`config.mk`:
```
export PLATFORM = sky130hd
export DESIGN_NAME = fg_trapezoid_gen_flat
export DESIGN_NICKNAME = d
export VERILOG_FILES = /design/src/rtl/fg_trapezoid_gen_pkg.sv /design/src/rtl/fg_trapezoid_gen_if.sv /design/src/rtl/fg_trapezoid_gen_sat_step.sv /design/src/rtl/fg_trapezoid_gen.sv /design/src/flat_wrapper.sv
export SDC_FILE = /design/constraint.sdc
export NUM_CORES = 1
export LEC_CHECK = 0
export BUFFER_PORTS_ARGS = -buffer_cell sky130_fd_sc_hd__buf_4
export CORE_ASPECT_RATIO = 1.75
export CORE_MARGIN = 2
export CORE_UTILIZATION = 40
export CTS_CLUSTER_SIZE = 8
export DETAILED_ROUTE_END_ITERATION = 10
export PLACE_DENSITY_LB_ADDON = 0.15
export SYNTH_ARGS = -nofsm -noshare
export SYNTH_HDL_FRONTEND = slang
export SYNTH_HIERARCHICAL = 1
export SYNTH_SLANG_ARGS = --single-unit
```
`constraint.sdc`:
```
create_clock -name clk_i -period 8.6 [get_ports clk_i]
set_clock_uncertainty 0.2 [all_clocks]
set_input_delay 1.29 -clock clk_i [delete_from_list [all_inputs] [get_ports clk_i]]
set_output_delay 1.29 -clock clk_i [all_outputs]
set_load 0.01 [all_outputs]
```
`src/rtl/fg_trapezoid_gen_pkg.sv`:
```
// Shared types and constants for the trapezoid/pulse waveform generator.
// Contents: FSM state encoding (Idle=0, Rise=1, On=2, Fall=3, Low=4) and its width.
package fg_trapezoid_gen_pkg;

  localparam int unsigned StateWidth = 3;

  typedef enum logic [StateWidth-1:0] {
    StIdle = 3'd0,
    StRise = 3'd1,
    StOn   = 3'd2,
    StFall = 3'd3,
    StLow  = 3'd4
  } fg_state_e;

endpackage

```
`src/rtl/fg_trapezoid_gen_if.sv`:
```
// Settings/output bundle between the register file (master) and fg_trapezoid_gen (slave).
// Signals: clk_en_i sample strobe, en_i run enable, period_i/on_time_i timing,
//   k_rise_i/k_fall_i slopes, amplitude_i plateau level, invert_i (only with FG_TRAP_INVERT_EN),
//   out_o signed waveform, state_o FSM state, period_start_o first active cycle of a period.
interface fg_trapezoid_gen_if #(
  parameter int unsigned COUNTER_BITWIDTH  = 32,
  parameter int unsigned WAVEFORM_BITWIDTH = 16
);
  import fg_trapezoid_gen_pkg::*;

  logic                           clk_en_i;
  logic                           en_i;
  logic [COUNTER_BITWIDTH-1:0]    period_i;
  logic [COUNTER_BITWIDTH-1:0]    on_time_i;
  logic [WAVEFORM_BITWIDTH-1:0]   k_rise_i;
  logic [WAVEFORM_BITWIDTH-1:0]   k_fall_i;
  logic [WAVEFORM_BITWIDTH-1:0]   amplitude_i;
`ifdef FG_TRAP_INVERT_EN
  logic                           invert_i;
`endif
  logic signed [WAVEFORM_BITWIDTH:0] out_o;
  logic [StateWidth-1:0]          state_o;
  logic                           period_start_o;

  modport master (
`ifdef FG_TRAP_INVERT_EN
    output invert_i,
`endif
    output clk_en_i, en_i, period_i, on_time_i, k_rise_i, k_fall_i, amplitude_i,
    input  out_o, state_o, period_start_o
  );

  modport slave (
`ifdef FG_TRAP_INVERT_EN
    input  invert_i,
`endif
    input  clk_en_i, en_i, period_i, on_time_i, k_rise_i, k_fall_i, amplitude_i,
    output out_o, state_o, period_start_o
  );

endinterface

```
`src/rtl/fg_trapezoid_gen_sat_step.sv`:
```
// Saturating step unit: one shared adder performs either val+step clamped at limit, or
// val-step clamped at 0.
// Ports: i_val current value, i_step increment/decrement, i_limit upper clamp, i_sub select
//   subtract, o_res clamped result, o_reached high when the clamp (limit or 0) is hit.
module fg_trapezoid_gen_sat_step #(
  parameter int unsigned WIDTH = 16
) (
  input  logic [WIDTH-1:0] i_val,
  input  logic [WIDTH-1:0] i_step,
  input  logic [WIDTH-1:0] i_limit,
  input  logic             i_sub,
  output logic [WIDTH-1:0] o_res,
  output logic             o_reached
);

  logic [WIDTH:0] w_opb;
  logic [WIDTH:0] w_sum;

  // Subtract as val + ~step + 1; both operands are < 2^WIDTH so bit WIDTH is the sign.
  assign w_opb = i_sub ? ~{1'b0, i_step} : {1'b0, i_step};
  assign w_sum = {1'b0, i_val} + w_opb + {{WIDTH{1'b0}}, i_sub};

  always_comb begin
    if (i_sub) begin
      o_reached = w_sum[WIDTH] || (w_sum == '0);
      o_res     = o_reached ? '0 : w_sum[WIDTH-1:0];
    end else begin
      o_reached = (w_sum >= {1'b0, i_limit});
      o_res     = o_reached ? i_limit : w_sum[WIDTH-1:0];
    end
  end

endmodule

```
`src/rtl/fg_trapezoid_gen.sv`:
```
// Trapezoid/pulse waveform generator with its own period counter and IDLE/RISE/ON/FALL/LOW FSM.
// Settings are shadowed at IDLE exit and at each period wrap, so mid-period writes never glitch.
// Optional feature macro: FG_TRAP_INVERT_EN adds invert_i (out = amp - internal value).
// Ports: clk_i clock, rstn_i synchronous active-low reset, fg_if settings/output bundle (slave).
module fg_trapezoid_gen
  import fg_trapezoid_gen_pkg::*;
#(
  parameter int unsigned COUNTER_BITWIDTH  = 32,
  parameter int unsigned WAVEFORM_BITWIDTH = 16
) (
  input logic               clk_i,
  input logic               rstn_i,
  fg_trapezoid_gen_if.slave fg_if
);

  localparam int unsigned Cbw = COUNTER_BITWIDTH;
  localparam int unsigned Wbw = WAVEFORM_BITWIDTH;
  localparam logic [Cbw-1:0] CntOne = {{(Cbw-1){1'b0}}, 1'b1};

  fg_state_e      r_state, w_state_next;
  logic [Cbw-1:0] r_cnt, w_cnt_next;
  logic [Cbw-1:0] r_period, r_on_time;
  logic [Wbw-1:0] r_k_rise, r_k_fall, r_amp;
  logic [Wbw-1:0] r_val, w_val_next;
  logic [Wbw-1:0] r_out, w_out_next;
  logic [Wbw-1:0] w_sat_step, w_sat_res;
  logic           w_sat_sub, w_sat_reached;
  logic           w_load, w_at_on_end, w_at_wrap;
`ifdef FG_TRAP_INVERT_EN
  logic           r_invert;
`endif

  assign w_sat_sub   = (r_state == StFall);
  assign w_sat_step  = w_sat_sub ? r_k_fall : r_k_rise;
  // on_time==0 wraps to all-ones, which cnt never reaches inside a valid period.
  assign w_at_on_end = (r_cnt == r_on_time - CntOne);
  assign w_at_wrap   = (r_cnt == r_period - CntOne);

  fg_trapezoid_gen_sat_step #(
    .WIDTH (Wbw)
  ) u_sat_step (
    .i_val     (r_val),
    .i_step    (w_sat_step),
    .i_limit   (r_amp),
    .i_sub     (w_sat_sub),
    .o_res     (w_sat_res),
    .o_reached (w_sat_reached)
  );

  always_comb begin
    w_state_next = r_state;
    w_cnt_next   = r_cnt;
    w_val_next   = r_val;
    w_out_next   = r_out;
    w_load       = 1'b0;
    if (fg_if.clk_en_i) begin
      if (!fg_if.en_i) begin
        w_state_next = StIdle;
        w_cnt_next   = '0;
        w_val_next   = '0;
      end else if (r_state == StIdle) begin
        w_val_next = '0;
        w_cnt_next = '0;
        if (fg_if.period_i != '0) begin
          w_load       = 1'b1;
          w_state_next = StRise;
        end
      end else begin
        // Value update always follows the current state; overrides only redirect the FSM.
        case (r_state)
          StRise: begin
            w_val_next = w_sat_res;
            if (w_sat_reached) w_state_next = StOn;
          end
          StOn:   w_val_next = r_amp;
          StFall: begin
            w_val_next = w_sat_res;
            if (w_sat_reached) w_state_next = StLow;
          end
          StLow:  w_val_next = '0;
          default: begin
            w_state_next = StIdle;
            w_val_next   = '0;
          end
        endcase
        if ((r_state == StRise || r_state == StOn) && w_at_on_end) w_state_next = StFall;
        if (w_at_wrap) begin
          w_cnt_next = '0;
          if (fg_if.period_i != '0) begin
            w_state_next = StRise;
            w_load       = 1'b1;
          end else begin
            w_state_next = StIdle;
            w_val_next   = '0;
          end
        end else begin
          w_cnt_next = r_cnt + CntOne;
        end
      end
      // Output is forced to 0 around IDLE, including the IDLE exit step.
      if (r_state == StIdle || w_state_next == StIdle) begin
        w_out_next = '0;
      end else begin
`ifdef FG_TRAP_INVERT_EN
        w_out_next = r_invert ? (r_amp - w_val_next) : w_val_next;
`else
        w_out_next = w_val_next;
`endif
      end
    end
  end

  always_ff @(posedge clk_i) begin
    if (!rstn_i) begin
      r_state   <= StIdle;
      r_cnt     <= '0;
      r_period  <= '0;
      r_on_time <= '0;
      r_k_rise  <= '0;
      r_k_fall  <= '0;
      r_amp     <= '0;
      r_val     <= '0;
      r_out     <= '0;
`ifdef FG_TRAP_INVERT_EN
      r_invert  <= 1'b0;
`endif
    end else begin
      r_state <= w_state_next;
      r_cnt   <= w_cnt_next;
      r_val   <= w_val_next;
      r_out   <= w_out_next;
      if (w_load) begin
        r_period  <= fg_if.period_i;
        r_on_time <= fg_if.on_time_i;
        r_k_rise  <= fg_if.k_rise_i;
        r_k_fall  <= fg_if.k_fall_i;
        r_amp     <= fg_if.amplitude_i;
`ifdef FG_TRAP_INVERT_EN
        r_invert  <= fg_if.invert_i;
`endif
      end
    end
  end

  assign fg_if.out_o          = $signed({1'b0, r_out});
  assign fg_if.state_o        = r_state;
  assign fg_if.period_start_o = fg_if.clk_en_i && fg_if.en_i && (r_state != StIdle)
                                && (r_cnt == '0);

endmodule

```
`src/flat_wrapper.sv`:
```
// flat-port wrapper written by rule: the top's interface ports become plain ports
module fg_trapezoid_gen_flat import fg_trapezoid_gen_pkg::*;
#(
  parameter int unsigned COUNTER_BITWIDTH  = 32,
  parameter int unsigned WAVEFORM_BITWIDTH = 16
)
  (clk_i, rstn_i, fg_if_clk_en_i, fg_if_en_i, fg_if_period_i, fg_if_on_time_i, fg_if_k_rise_i, fg_if_k_fall_i, fg_if_amplitude_i, fg_if_out_o, fg_if_state_o, fg_if_period_start_o);
  fg_trapezoid_gen_if #(.COUNTER_BITWIDTH(COUNTER_BITWIDTH), .WAVEFORM_BITWIDTH(WAVEFORM_BITWIDTH)) fg_if_i ();
  input logic clk_i;
  input logic rstn_i;
  input wire logic [$bits(fg_if_i.clk_en_i)-1:0] fg_if_clk_en_i;
  input wire logic [$bits(fg_if_i.en_i)-1:0] fg_if_en_i;
  input wire logic [$bits(fg_if_i.period_i)-1:0] fg_if_period_i;
  input wire logic [$bits(fg_if_i.on_time_i)-1:0] fg_if_on_time_i;
  input wire logic [$bits(fg_if_i.k_rise_i)-1:0] fg_if_k_rise_i;
  input wire logic [$bits(fg_if_i.k_fall_i)-1:0] fg_if_k_fall_i;
  input wire logic [$bits(fg_if_i.amplitude_i)-1:0] fg_if_amplitude_i;
  output wire logic [$bits(fg_if_i.out_o)-1:0] fg_if_out_o;
  output wire logic [$bits(fg_if_i.state_o)-1:0] fg_if_state_o;
  output wire logic [$bits(fg_if_i.period_start_o)-1:0] fg_if_period_start_o;
  assign fg_if_i.clk_en_i = fg_if_clk_en_i;
  assign fg_if_i.en_i = fg_if_en_i;
  assign fg_if_i.period_i = fg_if_period_i;
  assign fg_if_i.on_time_i = fg_if_on_time_i;
  assign fg_if_i.k_rise_i = fg_if_k_rise_i;
  assign fg_if_i.k_fall_i = fg_if_k_fall_i;
  assign fg_if_i.amplitude_i = fg_if_amplitude_i;
  assign fg_if_out_o = fg_if_i.out_o;
  assign fg_if_state_o = fg_if_i.state_o;
  assign fg_if_period_start_o = fg_if_i.period_start_o;
  fg_trapezoid_gen #(.COUNTER_BITWIDTH(COUNTER_BITWIDTH), .WAVEFORM_BITWIDTH(WAVEFORM_BITWIDTH)) u_core (.clk_i(clk_i), .rstn_i(rstn_i), .fg_if(fg_if_i));
endmodule
```
==> out/results.txt, run 1 <==
The average instance in the mapped netlist occupies 7.92 um^2. The post-route total power is 2.10 mW, and the peak clock frequency supported by timing is 138 MHz. For the DRC marker count from the first detailed-route iteration, the log shows 514. Cells fill 46.3% of the core in the end.

Pin placement for this block handled 137 I/O pins. Number of core rows: 83. Sorting the synthesized cells by area gives the leading types as sky130_fd_sc_hd__dfxtp_1 (30%), sky130_fd_sc_hd__mux2i_1 (11%), sky130_fd_sc_hd__nand2_1 (11%). The tree is rooted in a sky130_fd_sc_hd__clkbuf_16. After synthesis the netlist holds a flip-flop and latch count of 179. In this run the standard cell core region covers 29,400 um^2. The die footprint is 31,400 um^2, and the residual overflow from global routing is 0.

The period utilization is 84.2%, and the area growth from synthesis to layout is 13.5%. The worst setup path is of the reg -> reg kind. Counting flops with an async set or reset pin after synthesis yields a share of 0%. The worst slack at placement is 1400 ps. Portion of synthesized cell area occupied by the leading cell type: 29.9%. The logs give 22.7% for the all-layer global routing usage and 1360 ps for the worst-case setup margin in the final layout.

STA classifies the critical path endpoint as a register. The remaining max-slew budget at the tightest pin was 19.5%. The remaining antenna violation count after routing is 0. TritonCTS built the clock tree. For this design, the CTS-stage hold fixing added 0 buffers.

The first detailed-routing pass ran for 7 iterations. The most used standard cell by instance count after synthesis is sky130_fd_sc_hd__nand2_1. Entering global routing, the biggest net connects 121 pins.

For this block, the routed nets add up to 35.5 mm of wire. The transition time at the pin with the least slew margin is 1200 ps, and the count of final max-slew check failures is 0. Counting every sink on the clock net gives 179. Max-cap violations in this run came to 0. The via count of the first global-routing pass is 10,570. Setup repair after global routing left no endpoint under its margin. For the initial standard-cell utilization of the core, the log shows 40.8%. The element type at the critical path start was a register. Of all cell types, the one taking the most synthesized area is sky130_fd_sc_hd__dfxtp_1.

The number of synthesized flops with an enable pin came out at 0. The tools report the initial antenna violation count as 0. The count of buffers added on input and output ports is 135. The required time at the endpoint of the critical path is 8710 ps, and the net count of the mapped netlist is 1,667. In the synthesized netlist, the cells that appear most often are sky130_fd_sc_hd__nand2_1 (339), sky130_fd_sc_hd__dfxtp_1 (179), sky130_fd_sc_hd__mux2i_1 (133), sky130_fd_sc_hd__clkbuf_1 (93), sky130_fd_sc_hd__xnor2_1 (62). After legalization and detailed placement, the total HPWL measured 26.8 mm.

0 antenna diodes ended up in the layout. The delay of the slowest cell on the worst path came out at 690 ps. The share of final-layout standard cells stronger than drive strength 1 is 13.9%, and the power density relative to cell area is 155 nW/um^2. Among all flip-flop cells after synthesis, the most frequent one is sky130_fd_sc_hd__dfxtp_1.

The logs give 0 for the number of gates resized after CTS and 0 for the number of DRC violations after detailed routing. The run gives 0.145 mV as the highest ir drop seen on vdd. The cell area after technology mapping was 12,000 um^2. The floorplan die height was 233 um; the leakage power summed over all cells was 5.48 nW. The run gives 0 as the post-CTS setup buffer count. Worst hold path class: reg -> reg. Of all nets on the critical path, the largest fanout is 31.

The H-tree generated during clock tree synthesis spans 4 levels. The first global-routing pass estimated 55.7 mm of wire. The largest individual stage delay along the critical path comes from the cell sky130_fd_sc_hd__o41ai_1. Routability-driven placement finished with a final weighted congestion of 0.912. For the data arrival time of the worst path, the log shows 7350 ps. The accumulated negative setup slack was 0 ps; the count of synthesis-stage warnings from yosys was 6. After clock tree synthesis, the clock-pin slew on the worst setup and hold paths is 60 ps. Die span in x: 135 um. The final route contains 10,924 vias. The run finished with clean final reports. The logs give 0 for the final setup violation count and 1,514 for the number of standard cells after synthesis. Using the TritonRoute via totals, the vias-per-cell ratio works out to 5.59. The final-report hold violation count was 0. Among the stages of the critical path, the cell type that occurs most often is sky130_fd_sc_hd__nand2_1. Clock latency on the worst-skew pair, taken at its later pin, is 450 ps.

Counting I/O delays and the setup requirement, the final critical path takes 7240 ps. The netlist uses 74 different library cells. The filler cells instantiated in the layout total 2,969.

After detailed routing, the average wire length per cell comes to 18.2 um. Sequential cells were found to cover 29.9% of the synthesized design area. TritonCTS created 17 clock buffers.

For this run, the post-layout net count is 1,712. Counting along the longest clock path gives a buffer depth of 2.
## area by class of cell
| type | count | area [um^2] | share of cell area (%) |
|---|---|---|---|
| Clock buffer | 22 | 484 | 3.56 |
| Clock inverter | 10 | 121 | 0.892 |
| Inverter | 39 | 146 | 1.08 |
| Multi-Input combinational cell | 1176 | 7690 | 56.5 |
| Sequential cell | 179 | 3580 | 26.3 |
| Tap cell | 382 | 478 | 3.51 |
| Timing Repair Buffer | 146 | 1100 | 8.08 |
## logic make-up after synthesis
logic type	Yosys count	synth area share (%)
simple gates	665	26.3
compound gates	204	12.0
flops	179	29.9
buf+inv	159	6.15
mux	155	13.2
xor+xnor	114	8.45
fa+ha+maj	37	3.93
other cells	1	0.0313
## placed cells by master, fill, tap and decap left out, types with 5 or more instances in the layout
| cell | count |
|---|---|
| sky130_fd_sc_hd__o311ai_0 | 6 |
| sky130_fd_sc_hd__nor3_1 | 28 |
| sky130_fd_sc_hd__nor2b_1 | 5 |
| sky130_fd_sc_hd__xnor2_1 | 62 |
| sky130_fd_sc_hd__o211ai_1 | 11 |
| sky130_fd_sc_hd__nand3b_1 | 5 |
| sky130_fd_sc_hd__o21ai_0 | 32 |
| sky130_fd_sc_hd__a21oi_1 | 20 |
| sky130_fd_sc_hd__or2_2 | 8 |
| sky130_fd_sc_hd__mux2i_1 | 133 |
| sky130_fd_sc_hd__nor4_1 | 43 |
| sky130_fd_sc_hd__or4_1 | 15 |
| sky130_fd_sc_hd__inv_1 | 39 |
| sky130_fd_sc_hd__and2_1 | 5 |
| sky130_fd_sc_hd__o21ai_1 | 7 |
| sky130_fd_sc_hd__nor4b_1 | 5 |
| sky130_fd_sc_hd__nand3_1 | 61 |
| sky130_fd_sc_hd__xor2_1 | 51 |
| sky130_fd_sc_hd__or3_1 | 14 |
| sky130_fd_sc_hd__buf_4 | 145 |
| sky130_fd_sc_hd__clkbuf_16 | 17 |
| sky130_fd_sc_hd__o22ai_1 | 5 |
| sky130_fd_sc_hd__and3_1 | 11 |
| sky130_fd_sc_hd__nand2b_1 | 13 |
| sky130_fd_sc_hd__nand2_1 | 339 |
| sky130_fd_sc_hd__o31ai_1 | 33 |
| sky130_fd_sc_hd__a22oi_1 | 20 |
| sky130_fd_sc_hd__mux2_2 | 21 |
| sky130_fd_sc_hd__dfxtp_1 | 179 |
| sky130_fd_sc_hd__a31oi_1 | 14 |
| sky130_fd_sc_hd__nand4b_1 | 5 |
| sky130_fd_sc_hd__ha_1 | 36 |
| sky130_fd_sc_hd__nand4_1 | 34 |
| sky130_fd_sc_hd__a21o_1 | 8 |
| sky130_fd_sc_hd__nor2_1 | 57 |
## power breakdown
part | internal (mW) | switching [mW]
clock network | 0.461 | 0.350
logic | 0.186 | 0.210
registers | 0.857 | 0.0387
total | 1.50 | 0.599
## worst max-delay path, delay by kind of cell (launching register included)
kind	cells	cell delay, ps
buf+inv	3	1140
fa+ha+maj	2	780
compound gates	8	1690
xor+xnor	2	520
flops	1	480
simple gates	8	1630
mux	2	630
## through the flow
stage	hold WS, ps	instances	cell area, um^2
floorplan	231	1514	12000
global placement	242	1922	13000
detailed placement	244	1922	13000
CTS	259	1954	13600
global route	278	1954	13600
finish	254	1954	13600
## final timing paths
kind | from | end | slack, ps | cells past startpoint
min | u_core/r_k_fall[3] | u_core/r_k_fall[3] | 250 | 2
max | u_core/fg_if.state_o[2] | u_core/fg_if.state_o[1] | 1360 | 25
min reg2reg | u_core/r_k_fall[3] | u_core/r_k_fall[3] | 250 | 2
max reg2reg | u_core/fg_if.state_o[2] | u_core/fg_if.state_o[1] | 1360 | 25
## routing by layer
metal  global-route usage, %  share of wire, %  vias to the layer above  wire length, um
li1                        -                 -                     5446                -
met3                    3.31               3.1                       81             1110
met5                       0                 0                        -                0
met4                    13.0               5.3                        0             1870
met1                    21.4                35                     5170            12300
met2                    45.2                57                      227            20200
## sequential cells by signal, summed over array words and instances, names as in the netlist
name and cells:
u_core/r_val 16, u_core/r_cnt 32, u_core/r_out 16, u_core/r_period 32
u_core/r_on_time 32, u_core/fg_if.state_o 3, u_core/r_k_rise 16, u_core/r_amp 16
u_core/r_k_fall 16
Note: power is estimated with default switching activity, not from simulation.
==> run 2: changes to the inputs <==
clock period = 5.91 ns   (was 8.6 ns; I/O delays follow)
==> run 2 against run 1 <==
Compared with the run above: sequential share of layout area fell by 0.42 points; register-to-register slack got worse by 1000 ps; clock power rose by 44%; final area rose by 1.6%; first-iteration DRC count fell by 1.2%.
==> out/results.txt, run 2 (synthesized netlist as in run 1, its figures left out) <==
The run finished with clean final reports. The tools report the via count of the first global-routing pass as 10,797. The tightest min-delay check is of the reg -> reg type.

The initial utilization of the core area, before any placement, comes to 40.8%. Clock tree synthesis inserted a total of 17 buffers. The tree built by TritonCTS fans out to 179 sinks. The floorplan step set the die height to 233 um. The run gives 0 ps as the accumulated negative setup slack.

The finished layout holds 1,971 standard cells, fillers aside. Initial antenna violation count: 0. Data on the critical path arrives at its endpoint at 5670 ps.

Counting tap cells, the placed design contains a total of 1,934 instances. For the largest net degree at the start of global routing, the log shows 94. For this run, the post-layout net count is 1,729.

The power density relative to cell area is 222 nW/um^2. met2 is the most crowded layer. The run gives 5 as the number of detailed-route iterations in the first pass. Summed over all layers, the global routing overflow is 0. The clock period could shrink to 5570 ps. At the pin with the least slew margin, the transition time is 1270 ps. The period utilization came out at 94.3%.

The worst register-to-register path ends at u_core/r_out[15]. The share of final-layout standard cells stronger than drive strength 1 works out to 15.6%. The element type at the critical path start was a register. In this run the number of H-tree levels came out at 4. For this design the top-level I/O count stands at 137. The largest registers in the layout are u_core/r_cnt (32), u_core/r_on_time (32), u_core/r_period (32).

Measured along the x axis, the die boundary spans 135 um. The tree is rooted in a sky130_fd_sc_hd__clkbuf_16. Relative to the synthesized area, the layout overhead comes to 15.4%. For this block, the via count after detailed routing is 11,097.

The floorplan step defined a die boundary enclosing 31,400 um^2. The layout has 3,023 filler cells. Counting along the longest clock path gives a buffer depth of 2. After legalization and detailed placement, the total HPWL measured 27.5 mm.

VDD sags by at most 0.218 mV. Antenna diode count: 0. The maximum fanout encountered on the critical timing path was 11. The worst register-to-register path begins at u_core/fg_if.state_o[0]. For this design, the slowest cell found on the critical path is sky130_fd_sc_hd__or4bb_4. The clock insertion delay at the later pin of the skew report was 450 ps. The run gives 0 as the final-report hold violation count. Setup repair after global routing left no endpoint under its margin. Buffers inserted to repair hold after CTS numbered 0. The required time at the endpoint of the critical path is 6000 ps.

The worst hold path was traced through 2 stages. The logs give 340 ps for the flop-to-flop setup slack and 0 for the remaining antenna violation count after routing. For the count of final max-slew check failures, the log shows 0. After clock tree synthesis, the clock-pin slew on the worst setup and hold paths is 70 ps.

The DRC marker count from the first detailed-route iteration came out at 508. For hold timing, the worst endpoint is u_core/r_k_fall[7]. The worst setup path is captured at a register. The number of core rows came out at 83. The wire length of the first global-routing pass is 56.9 mm. Leaving out fill and tap cells, the most frequent cells in the layout are sky130_fd_sc_hd__nand2_1 (338), sky130_fd_sc_hd__dfxtp_1 (179), sky130_fd_sc_hd__buf_4 (159).

The fraction of met1 tracks used by global routing is 22.2%. The type of the worst setup path is reg -> reg. Static timing analysis puts the maximum clock frequency at 179 MHz. After detailed routing, the average wire length per cell comes to 18.3 um.

In the routed design, unresolved DRC markers number 0. The logs give 0 for the final setup violation count and 0.900 for the placer's final routability congestion estimate. In the global route stage, met2 resource usage came out at 45.7%. For this block, the routed nets add up to 36.0 mm of wire. The critical path goes through nor2b_4, nand2_4, buf_4, mux2_2, xor2_1, ha_1, a21oi_1, o21ai_0, a221o_1, a2111oi_4, nor4_1, or4bb_4, ha_1, nor3_2, nand2_1, a21oi_2, a31oi_2, nor2_4, buf_4, mux2i_1, o2bb2ai_1, a22oi_1, o31ai_1.

Buffers placed on the I/O ports in this run total 135. Measured against its own limit, the worst slew margin works out to 14.8%. The delay of the slowest cell on the worst path was 590 ps; the all-layer global routing usage was 23.3%. The path depth of the worst reg2reg path came out at 23.

The startpoint identified for the worst hold timing path is u_core/r_k_fall[7]. For the global-route track usage on met3, the log shows 3.25%. The most common cell after layout, fill and taps aside was sky130_fd_sc_hd__nand2_1. The leakage power summed over all cells was 5.58 nW; the detailed-route vias per instance was 5.63. After floorplanning, the core was sized to cover 29,400 um^2. TritonCTS built the clock tree. Max-cap violations in this run came to 0.
==> run 2: cell types whose count changed in the layout (fill, tap and decap cells not counted), sizes merged <==
cell      previous run  this run
buf                146       163
clkbuf              22        18
clkinv               5         3
clkinvlp             1         5
inv                 41        43
==> run 2: timing repair <==
action | 4_1_cts | 5_1_grt
setup buffers | 0 | 5
endpoints found under the setup margin | 0 | 34
gates resized for setup | 0 | 12
==> run 2: final cells by class <==
| type | instances | area (um^2) | share of cell area (%) |
|---|---|---|---|
| Clock inverter | 14 | 151 | 1.10 |
| Inverter | 39 | 150 | 1.09 |
| Tap cell | 382 | 478 | 3.46 |
| Timing Repair Buffer | 163 | 1260 | 9.11 |
| Sequential cell | 179 | 3580 | 25.9 |
| Multi-Input combinational cell | 1176 | 7760 | 56.2 |
| Clock buffer | 18 | 439 | 3.18 |
==> run 2: how the worst max path moves through the flow <==
stage	from	depth (start not counted)	end	slack, ps
6_report	u_core/fg_if.state_o[0]	23	u_core/r_out[15]	340
5_1_grt	u_core/fg_if.state_o[0]	22	u_core/r_val[0]	10
4_1_cts	u_core/fg_if.state_o[0]	22	u_core/r_val[0]	160
3_5_place_dp	u_core/fg_if.state_o[0]	22	u_core/r_val[0]	210
3_3_place_gp	u_core/fg_if.state_o[0]	23	u_core/r_out[0]	360
2_1_floorplan	u_core/fg_if.state_o[0]	27	u_core/r_out[0]	50
==> run 2: through the flow <==
stage | util, % | worst slack [ps] | hold slack, ps | power (mW) | cell area, um^2
6_report | 47.0 | 336 | 256 | 3.08 | 13800
5_1_grt | 47.0 | 13.1 | 272 | 3.23 | 13800
4_1_cts | 46.7 | 161 | 260 | 3.10 | 13700
3_5_place_dp | 44.7 | 207 | 247 | 1.92 | 13100
3_3_place_gp | 44.7 | 364 | 242 | 1.91 | 13100
2_1_floorplan | - | 51.5 | 231 | 1.75 | 12000
==> run 2: power breakdown <==
part	leakage, nW	internal, mW	switching, mW
registers	1.45	1.25	0.0539
logic	3.84	0.286	0.318
clock network	0.281	0.639	0.532
total	5.58	2.17	0.904
==> run 2: worst max-delay path: cells and delay by family, from the launching register on <==
family / cells / cell delay, ps
xor+xnor: 1 / 140
simple gates: 7 / 1350
buf+inv: 2 / 440
flops: 1 / 320
fa+ha+maj: 2 / 590
mux: 2 / 560
compound gates: 9 / 1810
==> run 2: per-layer routing <==
metal	share of wire, %	routed length [um]	up-vias
met3	3.0	1080	82
met4	6.1	2180	0
met2	56	20300	247
li1	-	-	5480
met1	35	12500	5288
met5	0	0	-
==> run 3: changes to the inputs <==
CORE_MARGIN = 5   (was 2)
SYNTH_HIERARCHICAL = default   (was 1)
==> run 3 against run 2 <==
Compared with the run above: count of clock-buffer cells in the layout unchanged; synthesized area shrank 1.1%; clock power rose by 5%; hold slack improved by 18 ps; via count up 10%; setup slack improved by 320 ps; register-to-register slack better by 320 ps; non-clock buffer count down 3.
==> out/results.txt, run 3 <==
Setup repair after global routing left no endpoint under its margin. In this run, synthesis inferred 0 flip-flops with an integrated enable. For this run, design rule violations remaining after detail routing come to 0. For the final wirelength, the log shows 41.4 mm. The routed wirelength normalized by instance count works out to 20.6 um. The top cell types in the final layout, fill and taps aside, are sky130_fd_sc_hd__o21ai_0 (183), sky130_fd_sc_hd__dfxtp_1 (179), sky130_fd_sc_hd__nand3_1 (170). The run gives 190 MHz as the peak clock frequency supported by timing. For this block, the initial DRC count from the detailed router was 746. Combinational cells account for 17.2% of the total power. Row generation in the floorplan step produced 83 rows.

Element type at the critical path start: a register. Count of synthesis-stage warnings from yosys: 0. The initial antenna violation count was 0.

The detailed-route vias per instance was 6.08; the initial standard-cell utilization of the core was 40.5%. The clock passes through at most 2 buffers. The analysis attributes to net switching a power of 922 uW. Of all nets on the critical path, the largest fanout is 31. The fraction of power consumed by the clock network was 40.5%; the count of final max-slew check failures was 0. Sorting the synthesized cells by how often they occur yields sky130_fd_sc_hd__o21ai_0 (184), sky130_fd_sc_hd__dfxtp_1 (179), sky130_fd_sc_hd__nand3_1 (170), sky130_fd_sc_hd__a21oi_1 (157), sky130_fd_sc_hd__clkbuf_1 (116). The async set-reset flop share out of synthesis works out to 0%. Kind of capture point of the worst setup path: a register.

The clock sink total is 179, and the accumulated negative setup slack is 0 ps. For the via count of the first global-routing pass, the log shows 11,840. A synthesized cell averages 7.53 um^2.

The top cell type by area accounts for 30.2% of the synthesized area. For the data arrival time of the worst path, the log shows 5390 ps. Clock-pin slew was measured on the worst setup and hold paths at 70 ps. The total of buffers placed on input and output ports works out to 135. In the synthesized netlist the dominant register cell turns out to be sky130_fd_sc_hd__dfxtp_1. The delay of the slowest cell on the worst path was 480 ps. The number of nets handed over by synthesis was 1,728. CTS placed an instance of sky130_fd_sc_hd__clkbuf_16 at the clock tree root. The number of antenna diodes in the final layout is 0.

In this run, flip-flops and latches consume 42.3% of the power. The summed area of non-filler cells in the final layout is 13,600 um^2, and the cell area after technology mapping is 11,800 um^2. The reported max-cap violation count was 0; the path depth of the worst reg2reg path was 21.

Depth of the CTS H-tree: 4. Net switching is 30.3% of the power. Setup violations remaining at the end of the flow were counted as 0. From bottom edge to top edge, the die measures 238 um. The tools report the placer's final routability congestion estimate as 0.914. TritonCTS built the clock tree.

The required time at the endpoint of the critical path was 6050 ps. The type of the worst setup path is reg -> reg. The largest total area in the synthesized netlist belongs to sky130_fd_sc_hd__dfxtp_1.

After clock tree synthesis, the setup repair step added 0 buffers. Broken down by cell family, the worst path's largest delay share belongs to compound AO/OA/AOI/OAI gates. The remaining max-slew budget at the tightest pin is 18.7%.

The floorplan step defined a die boundary enclosing 33,300 um^2. Worst hold path class: reg -> reg. In the global route stage, overall resource usage came out at 24.2%.

After detailed placement, the total cell area comes to 13,000 um^2. For this design the static power due to leakage is 5.13 nW. Walking the worst path, the cells encountered are nand3b_1, buf_4, o21ai_0, ha_1, a21o_1, and2_1, o21ai_0, nand2b_1, a21o_1, a21oi_1, xnor2_1, ha_1, nand4_1, nor2_1, a2111oi_0, o21ai_0, o21ai_1, nand2_2, buf_4, a22oi_1, o21ai_0. The worst-case IR drop observed on VDD is 0.215 mV. The wire length of the first global-routing pass came out at 64.0 mm.

The post-synthesis sequential element count is 179, and the sequential fraction of the synthesis area is 30.2%. The tools report the worst slack at placement as 460 ps. The worst hold path passes through 2 cells.

Once routing completed, OpenROAD measured the worst setup slack at 652 ps. Counting both buffers and inverters, the worst setup path holds a total of 2. The number of cells on the critical path is 21, and the internal portion of total power is 2.12 mW. The run gives 31.3 mm as the detailed placer's ending HPWL.

The final critical-path required period was 5260 ps. The largest individual stage delay along the critical path comes from the cell sky130_fd_sc_hd__a2111oi_0. Yosys mapped the design onto 79 distinct sky130hd cell types. The remaining antenna violation count after routing is 0, and the clock insertion delay at the later pin of the skew report is 470 ps. Summed over all layers, the global routing overflow is 0. Power spread over the standard cell area amounts to 224 nW/um^2. The library cell used most frequently in the layout, excluding fill and tap cells, is sky130_fd_sc_hd__o21ai_0. In the final layout, the registers with the most flip-flops are u_core.r_cnt (32), u_core.r_on_time (32), u_core.r_period (32). The die span in x was 140 um; the floorplan core area was 29,300 um^2.

After filler insertion, the fill cell instance count of the layout stands at 3,065. Largest net degree at the start of global routing: 114. The final-report hold violation count was 0; the number of detailed-route iterations in the first pass was 5. The most repeated library cell on the critical path was sky130_fd_sc_hd__o21ai_0.

The via total after detailed routing was 12,206. The run finished with clean final reports. In the final layout, the share of cells above drive strength 1 is 14.1%. In this run the count of I/O pins placed on the die edge is 137.

Sorting the synthesized cells by area gives the leading types as sky130_fd_sc_hd__dfxtp_1 (30%), sky130_fd_sc_hd__o21ai_0 (7.8%), sky130_fd_sc_hd__nand3_1 (7.2%). The worst path uses 89.0% of the clock period. The number of nets in the layout came out at 1,765.

Counting the buffers created by CTS gives 17. Synthesis handed over a netlist of 1,574 instances. The most used standard cell by instance count after synthesis is sky130_fd_sc_hd__o21ai_0. The area growth from synthesis to layout was 15.0%; the transition time at the pin with the least slew margin was 1220 ps.
[run 3: cell types whose count changed after synthesis, moves of 11 or more]
cell                       before  now
sky130_fd_sc_hd__inv_1         39   50
sky130_fd_sc_hd__a41oi_1        3   32
sky130_fd_sc_hd__xor2_1        51   34
sky130_fd_sc_hd__mux2_2        21    2
sky130_fd_sc_hd__clkbuf_1      93  116
sky130_fd_sc_hd__mux2i_1      133   17
sky130_fd_sc_hd__a21oi_1       20  157
sky130_fd_sc_hd__a22oi_1       20    7
sky130_fd_sc_hd__and3_1        11   40
sky130_fd_sc_hd__o21ai_0       32  184
sky130_fd_sc_hd__nand2_1      339   76
sky130_fd_sc_hd__nand3_1       61  170
sky130_fd_sc_hd__o31ai_1       33   11
sky130_fd_sc_hd__a31oi_1       14   38
[run 3: final timing paths]
kind	startpoint	end	slack [ps]
max	u_core.fg_if.state_o[2]	u_core.r_out[9]	650
min	u_core.r_k_fall[15]	u_core.r_k_fall[15]	270
min reg2reg	u_core.r_k_fall[15]	u_core.r_k_fall[15]	270
max reg2reg	u_core.fg_if.state_o[2]	u_core.r_out[9]	650
[run 3: logic make-up (layout without fill, tap and decap cells)]
group,after synthesis,in the layout,synth area share [%]
compound gates,514,514,26.1
buf+inv,192,242,6.52
fa+ha+maj,38,38,4.08
mux,19,19,1.63
xor+xnor,88,88,6.62
simple gates,543,543,24.8
flops,179,179,30.2
other cells,1,1,0.0316
[run 3: worst reg2reg max path, delay by kind of cell, from the launching register on]
family | cells | cell delay, ps
buf+inv | 2 | 490
simple gates | 6 | 910
flops | 1 | 310
compound gates | 10 | 2440
xor+xnor | 1 | 170
fa+ha+maj | 2 | 610
[run 3: routing by layer]
metal  track usage, %  routed length [um]  vias to the layer above
met1             24.3               14800                     5843
met4             13.0                2270                        0
met2             47.2               22900                      316
met3             3.34                1480                      109
li1                 -                   -                     5938
met5                0                   0                        -
[run 3: metrics by stage]
| stage | instances | util [%] | hold slack (ps) | total power [mW] |
|---|---|---|---|---|
| final | 2006 | 46.5 | 274 | 3.05 |
| after global routing | 2006 | 46.5 | 303 | 3.18 |
| after CTS | 2006 | 46.5 | 274 | 3.08 |
| after detailed placement | 1974 | 44.4 | 264 | 1.84 |
| after global placement | 1974 | 44.4 | 257 | 1.83 |
| after floorplan | 1574 | - | 232 | 1.65 |
[run 3: power by group through the flow]
stage / Combinational, mW / Clock, mW / Sequential [mW]
final: 0.524 / 1.23 / 1.29
after CTS: 0.525 / 1.27 / 1.29
after detailed placement: 0.522 / 0 / 1.32
after floorplan: 0.359 / 0 / 1.30
after global routing: 0.579 / 1.31 / 1.29
after global placement: 0.516 / 0 / 1.32
[run 3: what timing repair did]
item	4_1_cts	5_1_grt
hold buffers	0	0
endpoints found under the setup margin	0	19
gates resized for setup	0	2
hold endpoints to repair	0	0
[run 3: cell type report]
type                       count  area (um^2)  area share (%)
clock buffer                  18          439            3.22
timing repair buffer         160         1230            9.00
clock inverter                14          190            1.40
inverter                      50          189            1.39
sequential                   179         3580            26.3
tap                          382          478            3.51
multi-input combinational   1203         7520            55.2
